### src/rtl/gerador_pulso_pkg.sv
// Shared definitions for the pulse generators: FSM state encoding and mode constants.
package gerador_pulso_pkg;

  typedef enum logic [1:0] {
    OCIOSO = 2'b00,
    ALTO   = 2'b01,
    BAIXO  = 2'b10,
    FIM    = 2'b11
  } estado_t;

  localparam logic MODO_FINITO   = 1'b0;
  localparam logic MODO_CONTINUO = 1'b1;

endpackage

### src/rtl/gerador_trem_pulsos_if.sv
// Request/configuration and status bundle of the pulse-train generator.
interface gerador_trem_pulsos_if #(
  parameter int LARGURA_W = 16,
  parameter int QTDE_W    = 8
) ();

  logic                 gera;
  logic                 para;
  logic                 modo;
  logic [LARGURA_W-1:0] largura;
  logic [LARGURA_W-1:0] intervalo;
  logic [QTDE_W-1:0]    quantidade;
  logic                 pulso;
  logic                 ocupado;
  logic                 pronto;
  logic [QTDE_W-1:0]    contagem;

  modport master (
    output gera, para, modo, largura, intervalo, quantidade,
    input  pulso, ocupado, pronto, contagem
  );

  modport slave (
    input  gera, para, modo, largura, intervalo, quantidade,
    output pulso, ocupado, pronto, contagem
  );

endinterface

### src/rtl/contador_carga.sv
// Loadable down-counter that stops at zero; used as the phase timer.
module contador_carga #(
  parameter int LARGURA = 16
) (
  input  logic               clock,
  input  logic               reset,
  input  logic               carrega,
  input  logic [LARGURA-1:0] valor,
  output logic               zero
);

  logic [LARGURA-1:0] r_conta;

  // NOTE: sequential state uses non-blocking assignments so every flop samples pre-edge values.
  always_ff @(posedge clock or negedge reset) begin
    if (!reset) begin
      r_conta <= '0;
    end else if (carrega) begin
      r_conta <= valor;
    end else if (r_conta != '0) begin
      r_conta <= r_conta - LARGURA'(1);
    end
  end

  assign zero = (r_conta == '0);

endmodule

### src/rtl/gerador_trem_pulsos.sv
// Run-time configurable pulse-train generator: finite or continuous trains with abort.
module gerador_trem_pulsos
  import gerador_pulso_pkg::*;
#(
  parameter int LARGURA_W = 16,
  parameter int QTDE_W    = 8
) (
  input  logic                  clock,
  input  logic                  reset,
  gerador_trem_pulsos_if.slave  bus
);

  estado_t              r_estado;
  logic                 r_pulso;
  logic                 r_ocupado;
  logic                 r_pronto;
  logic [QTDE_W-1:0]    r_contagem;
  logic [LARGURA_W-1:0] r_largura;
  logic [LARGURA_W-1:0] r_intervalo;
  logic [QTDE_W-1:0]    r_qtde;
  logic                 r_modo;

  logic                 w_zero;
  logic                 w_carrega;
  logic [LARGURA_W-1:0] w_valor;
  logic                 w_aceita;
  logic                 w_ultimo;
  logic [LARGURA_W-1:0] w_largura_ini;
  logic [LARGURA_W-1:0] w_intervalo_ini;
  logic [QTDE_W-1:0]    w_qtde_ini;
  logic [QTDE_W-1:0]    w_contagem_inc;

  // Zero lengths and zero count are clamped to 1 when latched.
  assign w_largura_ini   = (bus.largura    == '0) ? LARGURA_W'(1) : bus.largura;
  assign w_intervalo_ini = (bus.intervalo  == '0) ? LARGURA_W'(1) : bus.intervalo;
  assign w_qtde_ini      = (bus.quantidade == '0) ? QTDE_W'(1)    : bus.quantidade;

  assign w_aceita       = (r_estado == OCIOSO) && bus.gera && !bus.para;
  assign w_ultimo       = (r_modo == MODO_FINITO) && ((r_contagem + QTDE_W'(1)) == r_qtde);
  assign w_contagem_inc = ((r_modo == MODO_CONTINUO) && (&r_contagem)) ? r_contagem
                                                                       : r_contagem + QTDE_W'(1);

  // Timer holds (phase length - 1); a phase ends on the edge where it reads zero.
  // NOTE: every always_comb output gets a default first, so no latch is inferred.
  always_comb begin
    w_carrega = 1'b0;
    w_valor   = '0;
    unique case (r_estado)
      OCIOSO: if (w_aceita) begin
        w_carrega = 1'b1;
        w_valor   = w_largura_ini - LARGURA_W'(1);
      end
      ALTO: if (!bus.para && w_zero && !w_ultimo) begin
        w_carrega = 1'b1;
        w_valor   = r_intervalo - LARGURA_W'(1);
      end
      BAIXO: if (!bus.para && w_zero) begin
        w_carrega = 1'b1;
        w_valor   = r_largura - LARGURA_W'(1);
      end
      default: ;
    endcase
  end

  contador_carga #(.LARGURA(LARGURA_W)) u_temporizador (
    .clock   (clock),
    .reset   (reset),
    .carrega (w_carrega),
    .valor   (w_valor),
    .zero    (w_zero)
  );

  always_ff @(posedge clock or negedge reset) begin
    if (!reset) begin
      r_estado    <= OCIOSO;
      r_pulso     <= 1'b0;
      r_ocupado   <= 1'b0;
      r_pronto    <= 1'b0;
      r_contagem  <= '0;
      r_largura   <= '0;
      r_intervalo <= '0;
      r_qtde      <= '0;
      r_modo      <= MODO_FINITO;
    end else begin
      r_pronto <= 1'b0;
      if (bus.para && (r_estado == ALTO || r_estado == BAIXO)) begin
        // Abort wins over any phase transition; a truncated pulse is not counted.
        r_estado  <= FIM;
        r_pulso   <= 1'b0;
        r_ocupado <= 1'b0;
        r_pronto  <= 1'b1;
      end else begin
        unique case (r_estado)
          OCIOSO: if (w_aceita) begin
            r_largura   <= w_largura_ini;
            r_intervalo <= w_intervalo_ini;
            r_qtde      <= w_qtde_ini;
            r_modo      <= bus.modo;
            r_contagem  <= '0;
            r_estado    <= ALTO;
            r_pulso     <= 1'b1;
            r_ocupado   <= 1'b1;
          end
          ALTO: if (w_zero) begin
            r_contagem <= w_contagem_inc;
            r_pulso    <= 1'b0;
            if (w_ultimo) begin
              r_estado  <= FIM;
              r_ocupado <= 1'b0;
              r_pronto  <= 1'b1;
            end else begin
              r_estado <= BAIXO;
            end
          end
          BAIXO: if (w_zero) begin
            r_estado <= ALTO;
            r_pulso  <= 1'b1;
          end
          FIM: r_estado <= OCIOSO;
          default: r_estado <= OCIOSO;
        endcase
      end
    end
  end

  assign bus.pulso    = r_pulso;
  assign bus.ocupado  = r_ocupado;
  assign bus.pronto   = r_pronto;
  assign bus.contagem = r_contagem;

endmodule

### src/flat_wrapper.sv
// flat-port wrapper written by rule: the top's interface ports become plain ports
module gerador_trem_pulsos_flat import gerador_pulso_pkg::*;
#(
  parameter int LARGURA_W = 16,
  parameter int QTDE_W    = 8
)
  (clock, reset, bus_gera, bus_para, bus_modo, bus_largura, bus_intervalo, bus_quantidade, bus_pulso, bus_ocupado, bus_pronto, bus_contagem);
  gerador_trem_pulsos_if #(.LARGURA_W(LARGURA_W), .QTDE_W(QTDE_W)) bus_i ();
  input  logic clock;
  input  logic reset;
  input wire logic [$bits(bus_i.gera)-1:0] bus_gera;
  input wire logic [$bits(bus_i.para)-1:0] bus_para;
  input wire logic [$bits(bus_i.modo)-1:0] bus_modo;
  input wire logic [$bits(bus_i.largura)-1:0] bus_largura;
  input wire logic [$bits(bus_i.intervalo)-1:0] bus_intervalo;
  input wire logic [$bits(bus_i.quantidade)-1:0] bus_quantidade;
  output wire logic [$bits(bus_i.pulso)-1:0] bus_pulso;
  output wire logic [$bits(bus_i.ocupado)-1:0] bus_ocupado;
  output wire logic [$bits(bus_i.pronto)-1:0] bus_pronto;
  output wire logic [$bits(bus_i.contagem)-1:0] bus_contagem;
  assign bus_i.gera = bus_gera;
  assign bus_i.para = bus_para;
  assign bus_i.modo = bus_modo;
  assign bus_i.largura = bus_largura;
  assign bus_i.intervalo = bus_intervalo;
  assign bus_i.quantidade = bus_quantidade;
  assign bus_pulso = bus_i.pulso;
  assign bus_ocupado = bus_i.ocupado;
  assign bus_pronto = bus_i.pronto;
  assign bus_contagem = bus_i.contagem;
  gerador_trem_pulsos #(.LARGURA_W(LARGURA_W), .QTDE_W(QTDE_W)) u_core (.clock(clock), .reset(reset), .bus(bus_i));
endmodule
### config.mk
export PLATFORM = sky130hd
export DESIGN_NAME = gerador_trem_pulsos_flat
export DESIGN_NICKNAME = d
export VERILOG_FILES = /design/src/rtl/gerador_pulso_pkg.sv /design/src/rtl/gerador_trem_pulsos_if.sv /design/src/rtl/contador_carga.sv /design/src/rtl/gerador_trem_pulsos.sv /design/src/flat_wrapper.sv
export SDC_FILE = /design/constraint.sdc
export NUM_CORES = 1
export LEC_CHECK = 0
export CAP_MARGIN = 20
export CORE_ASPECT_RATIO = 2
export CORE_MARGIN = 2
export CORE_UTILIZATION = 59
export CTS_BUF_LIST = sky130_fd_sc_hd__clkbuf_8
export DETAILED_ROUTE_END_ITERATION = 10
export PLACE_DENSITY = 0.87
export SYNTH_ARGS = -nofsm -noshare
export SYNTH_HDL_FRONTEND = slang
export SYNTH_SLANG_ARGS = --single-unit
### constraint.sdc
create_clock -name clock -period 2.6 [get_ports clock]
set_input_delay 0.65 -clock clock [delete_from_list [all_inputs] [get_ports clock]]
set_output_delay 0.65 -clock clock [all_outputs]
set_load 0.005 [all_outputs]
== Word-level counts from Yosys, hierarchy flattened ==
Index checks and enable logic that the tools add are counted.
Widths: inputs -> output; s select.

* Bits in registers: 70
* Input port bits: 45

* Muxes and demuxes: 36
* Add/subtract/negate cells: 5
* Equal/unequal tests: 11
* Reductions and logical operators: 26
* Bitwise operators: 2

{| class="wikitable"
|+ Operators by type and width
! kind !! number
|-
| $mux 16 || 7
|-
| $sub 16x1->16 const B || 4
|-
| $logic_not 16->1 || 3
|-
| $pmux 16 s3 || 1
|-
| $mux 8 || 4
|-
| $pmux 8 s2 || 1
|-
| $reduce_bool 16->1 || 1
|-
| $mux 1 || 15
|-
| $ne 3x2->1 const B || 4
|-
| $add 8x1->8 const B || 1
|-
| $eq 8x8->1 || 1
|-
| $logic_not 8->1 || 1
|-
| $mux 2 || 4
|-
| $pmux 2 s4 || 1
|-
| $reduce_and 4->1 || 2
|-
| $reduce_and 8->1 || 1
|-
| $logic_and 1x1->1 || 7
|-
| $pmux 1 s3 || 2
|-
| $reduce_and 3->1 || 2
|-
| $reduce_and 5->1 || 1
|-
| $eq 2x2->1 const B || 2
|-
| $ne 2x1->1 const B || 2
|-
| $reduce_bool 2->1 || 2
|-
| $reduce_bool 4->1 || 1
|-
| other kinds (8) || 10
|}

== Longest topological paths before layout ==
* Depth after elaboration: 8
* Gate-level depth with buffers: 11
* Depth with buffers taken out: 11

== Modules after synthesis ==
From an unflattened synthesis, not the netlist that was laid out.

* Cell total of the unflattened synthesis: 554
* Area total of the unflattened synthesis: 4727.0 µm²

{| class="wikitable"
|+ By module, submodules not included
! module !! seq. area each (µm²) !! cells an instance !! times used !! area an instance (µm²)
|-
| gerador_trem_pulsos || 1351.3 || 450 || 1 || 3721.1
|-
| contador_carga || 400.4 || 104 || 1 || 1006.0
|}

== Worst setup path after synthesis ==
No wires, ideal clock.

* Path type: input to register
* Start point: in bus_largura[7]
* End point: reg u_core.u_temporizador.r_conta[12]
* Path buffers: 0
* Required time: 2.480 ns
* Stages on the path: 11
* Library setup time: 0.120 ns
* Path slack: -0.518 ns
* Data arrival time: 2.997 ns
* Path through: or4_4 -> nor3_4 -> a31oi_1 -> ha_1 -> nor3b_1 -> nand2_1 -> nor3_1 -> xor2_1 -> a221oi_1 -> mux2i_1 -> o211a_1

* Longest elaborated chain between the ends: 6

{| class="wikitable"
|+ Ends and longest elaborated chain
! what !! line !! source
|-
| start, declared || flat_wrapper.sv:14 || <nowiki>input wire logic [$bits(bus_i.largura)-1:0] bus_largura;</nowiki>
|-
| $logic_not 16->1 || gerador_trem_pulsos.sv:34 || <nowiki>assign w_largura_ini = (bus.largura == '0) ? LARGURA_W'(1) : bus.largura;</nowiki>
|-
| $mux 16 * || gerador_trem_pulsos.sv:34 ||
|-
| $sub 16x1->16 * || gerador_trem_pulsos.sv:51 || <nowiki>w_valor = w_largura_ini - LARGURA_W'(1);</nowiki>
|-
| $mux 16 * || gerador_trem_pulsos.sv:49 || <nowiki>OCIOSO: if (w_aceita) begin</nowiki>
|-
| $pmux 16 s3 * || gerador_trem_pulsos.sv:48 || <nowiki>unique case (r_estado)</nowiki>
|-
| $mux 16 * || contador_carga.sv:18 || <nowiki>end else if (carrega) begin</nowiki>
|-
| end signal, assigned || contador_carga.sv:19 || <nowiki>r_conta <= valor;</nowiki>
|-
| end signal, assigned || contador_carga.sv:21 || <nowiki>r_conta <= r_conta - LARGURA'(1);</nowiki>
|-
| end, declared || contador_carga.sv:12 || <nowiki>logic [LARGURA-1:0] r_conta;</nowiki>
|}

Every way passes the cells marked *; elsewhere a longest branch is shown, timed or not.
A chain may end at the register's enable or synchronous reset.

== Worst setup path after layout ==
* Start point: in bus_largura[9]
* End point: reg u_core.u_temporizador.r_conta[14]

Same word-level chain as after synthesis.

==> results_dict.tcl <==
set metrics [dict create \
    p_int_mw 3.74 \
    setup_violations 4 \
    portBuffers 55 \
    peakVddDrop_uv 868 \
    setup_ws_ns -0.138 \
    place_ws_ns -0.765 \
    outcome "finished, violations left" \
    syn_area_um2 5010 \
    critPathCaptureType "flop" \
    slowest_delay_ns 0.55 \
    grt_overflow_total 0 \
    gp_congestion 0.968 \
    clockBufferDepth 2 \
    clkPwrFrac_pct 15.4 \
    chipHeight_um 134 \
    power_switching_mw 2.92 \
    synth_top_flop_cell "dfrtp_1" \
    cts_tree "built" \
    cp.arrival_ns 2.98 \
    synth_top_area_share_pct 35.0 \
    syn_avg_cell_area_um2 9.58 \
    synth_seq_cells 70 \
    coreArea_um2 8290 \
    grt_max_degree 51 \
    clk_latency_ns 0.37 \
    die_area_um2 9290 \
    slowest_stage "or4_4" \
    initial_core_util_pct 60.4 \
    seqPwrFrac_pct 30.2 \
    crit_chain "buf_6, or4_4, nor3_4, a31oi_4, ha_4, nor3b_4, nand2_2, buf_4, nor2_1, xnor2_1, o221ai_2, o31ai_2, a21oi_1" \
    drc_errors 0 \
    crit_family "simple AND/OR/NAND/NOR gates" \
    rr_startpoint "u_core.bus.contagem[0]" \
    start_kind "input pin" \
    grt_util_all_layers_pct 33.3 \
    yosysTopAreaCell "dfrtp_1" \
    maxCapViolCount 0 \
    final_max_slew_viol_count 0 \
    antenna_found_initial 0 \
    cts.sinks 70 \
    hold_buffers 0 \
    drtAntennaViolNets 0 \
    min_path_type "input pin to asynchronous set/reset pin" \
    r2r_end "u_core.u_temporizador.r_conta[14]" \
    via_count 4934 \
    path_buf_inv 2 \
    finalCritPeriodShare_pct 105 \
    n_antenna_cell 0 \
    finClkSkew_ns 0.0133 \
    worst_hold_slack_ns 0.255 \
    max_freq_ghz 0.365 \
    async_reset_ff_share_pct 100 \
    drive_above_1_share_pct 28.0 \
    clkTransAtPathRegs_ns 0.08 \
    synth_nets 578 \
    syn_inst 523 \
    crit_fanout 3 \
    fp.dieW_um 69.2 \
    finalHoldViolations 0 \
    reg2reg_depth 10 \
    cts_made_buffers 9 \
    grt_pass1_vias 4901 \
    rrSetupSlack_ns 0.04 \
    switching_share_pct 43.9 \
    fin_nets 692 \
    maxSlewHeadroom_pct 59.1 \
    clockRootBuffer "clkbuf_8" \
    drt_iter0_drc 519 \
    htreeDepth 3 \
    wl_per_cell_um 22.2 \
    ys_top_cells_by_area "dfrtp_1, mux2_2, xor2_1, xnor2_1, nand2_1" \
    dr.pass1.iters 6 \
    dpl.hpwl_mm 11.4 \
    power_density_nw_per_um2 1030 \
    cp.required_ns 2.84 \
    min_period_ns 2.74 \
    pin_count 56 \
    synth_edf_count 0 \
    worstSetupPathType "input pin to flop" \
    yosysUniqueCellTypes 75 \
    power_leakage_nw 2.82 \
    fin_util_pct 77.7 \
    avgViaCountPerCell 6.67 \
    worst_pin_slew_ns 0.607 \
    syn_to_final_growth_pct 28.5 \
    rows 47 \
    grt_pass1_wl_mm 24.2 \
    grt_setup_unrepaired "true" \
    wl_mm 16.4 \
    synth-seq-area-share_pct 35.0 \
    violations "setup timing" \
    setup_tns_ns -0.427 \
    p_comb_share_pct 54.3 \
    yosys_warnings 0 \
]
==> flip-flops by register name (all words and copies together), names as in the netlist <==
register / count
u_core.r_intervalo: 16
u_core.r_largura: 16
u_core.u_temporizador.r_conta: 16
u_core.bus.contagem: 8
u_core.r_qtde: 8
u_core.r_estado: 2
u_core.bus.ocupado: 1
u_core.bus.pronto: 1
u_core.bus.pulso: 1
u_core.r_modo: 1
==> power groups by stage <==
| stage | registers (mW) | logic (mW) | clock network, mW |
|---|---|---|---|
| final | 2.01 | 3.62 | 1.03 |
| after global routing | 2.06 | 3.87 | 1.08 |
| after CTS | 1.95 | 3.40 | 1.02 |
| after detailed placement | 1.97 | 3.34 | 0 |
| after global placement | 1.93 | 3.21 | 0 |
| after floorplan | 1.85 | 2.38 | 0 |
==> synthesized netlist by cell type (5+ instances only) <==
master	number
o21ai_1	7
mux2i_1	13
nor4_1	12
o211a_1	5
or3_1	8
nor2_1	36
nor3_1	16
buf_2	5
dfrtp_1	70
clkbuf_1	7
xor2_1	28
inv_1	12
a221oi_1	5
o21ai_0	13
nand3_1	14
or4_1	5
nand2b_1	7
nand2_1	49
xnor2_1	24
a21oi_1	36
mux2_2	38
a31oi_1	7
ha_1	10
a211oi_1	5
==> worst max-delay path by stage <==
stage | from | endpoint | slack [ns] | cells after the start
6_report | bus_largura[9] | u_core.u_temporizador.r_conta[14] | -0.14 | 13
5_1_grt | bus_largura[9] | u_core.u_temporizador.r_conta[14] | -0.24 | 13
4_1_cts | bus_largura[14] | u_core.u_temporizador.r_conta[12] | -0.20 | 12
3_5_place_dp | bus_largura[11] | u_core.u_temporizador.r_conta[12] | -0.77 | 12
3_3_place_gp | bus_largura[10] | u_core.u_temporizador.r_conta[12] | -0.68 | 12
2_1_floorplan | bus_largura[10] | u_core.u_temporizador.r_conta[12] | -0.36 | 11
==> metrics by stage <==
step / area, um2 / power [mW] / std cells
after floorplan: 5060 / 4.23 / 523
after detailed placement: 6030 / 5.30 / 715
after global placement: 6030 / 5.14 / 715
after global routing: 6440 / 7.01 / 740
after CTS: 6300 / 6.37 / 734
final: 6440 / 6.66 / 740
==> final cells by class <==
| class | instances | area [um2] |
|---|---|---|
| clock buffers | 10 | 138 |
| clock inverters | 6 | 93.8 |
| fillers | 490 | 1850 |
| inverters | 13 | 48.8 |
| multi-input cells | 417 | 3190 |
| flip-flops and latches | 70 | 1750 |
| well taps | 98 | 123 |
| repair buffers | 126 | 1100 |
==> placed cells by master, fill, tap and decap left out, types with 13 or more instances in the layout <==
cell type and n:
a21oi_1 36, buf_4 67, clkdlybuf4s50_1 41, dfrtp_1 70
mux2_2 38, mux2i_1 13, nand2_1 48, nor2_1 35
nor3_1 15, xnor2_1 24, xor2_1 28
==> logic make-up (layout without fill, tap and decap cells) <==
logic type / after synthesis / after routing / share of synthesized area, %
buffers and inverters: 36 / 155 / 4.82
adders and majority gates: 10 / 10 / 2.50
DFF: 70 / 70 / 35.0
xor gates and xnor gates: 52 / 52 / 9.09
AOI/OAI and AO/OA: 117 / 117 / 16.7
muxes: 53 / 53 / 11.6
and+or+nand+nor: 185 / 185 / 20.4
==> timing repair <==
item | in CTS | in global routing
pin swaps | 13 | 26
buffers inserted | 4 | 6
endpoints found under the setup margin | 14 | 16
gates cloned | 0 | 0
resized for setup | 33 | 26
==> routing by layer <==
metal / GRT usage [%] / wire, um / vias up
met4: 24.9 / 1340 / 0
met3: 5.41 / 811 / 111
met1: 32.1 / 5320 / 2391
li1: - / - / 2153
met5: 0 / 0 / -
met2: 61.8 / 8930 / 279
No activity file was read; power rests on OpenSTA's default activity.
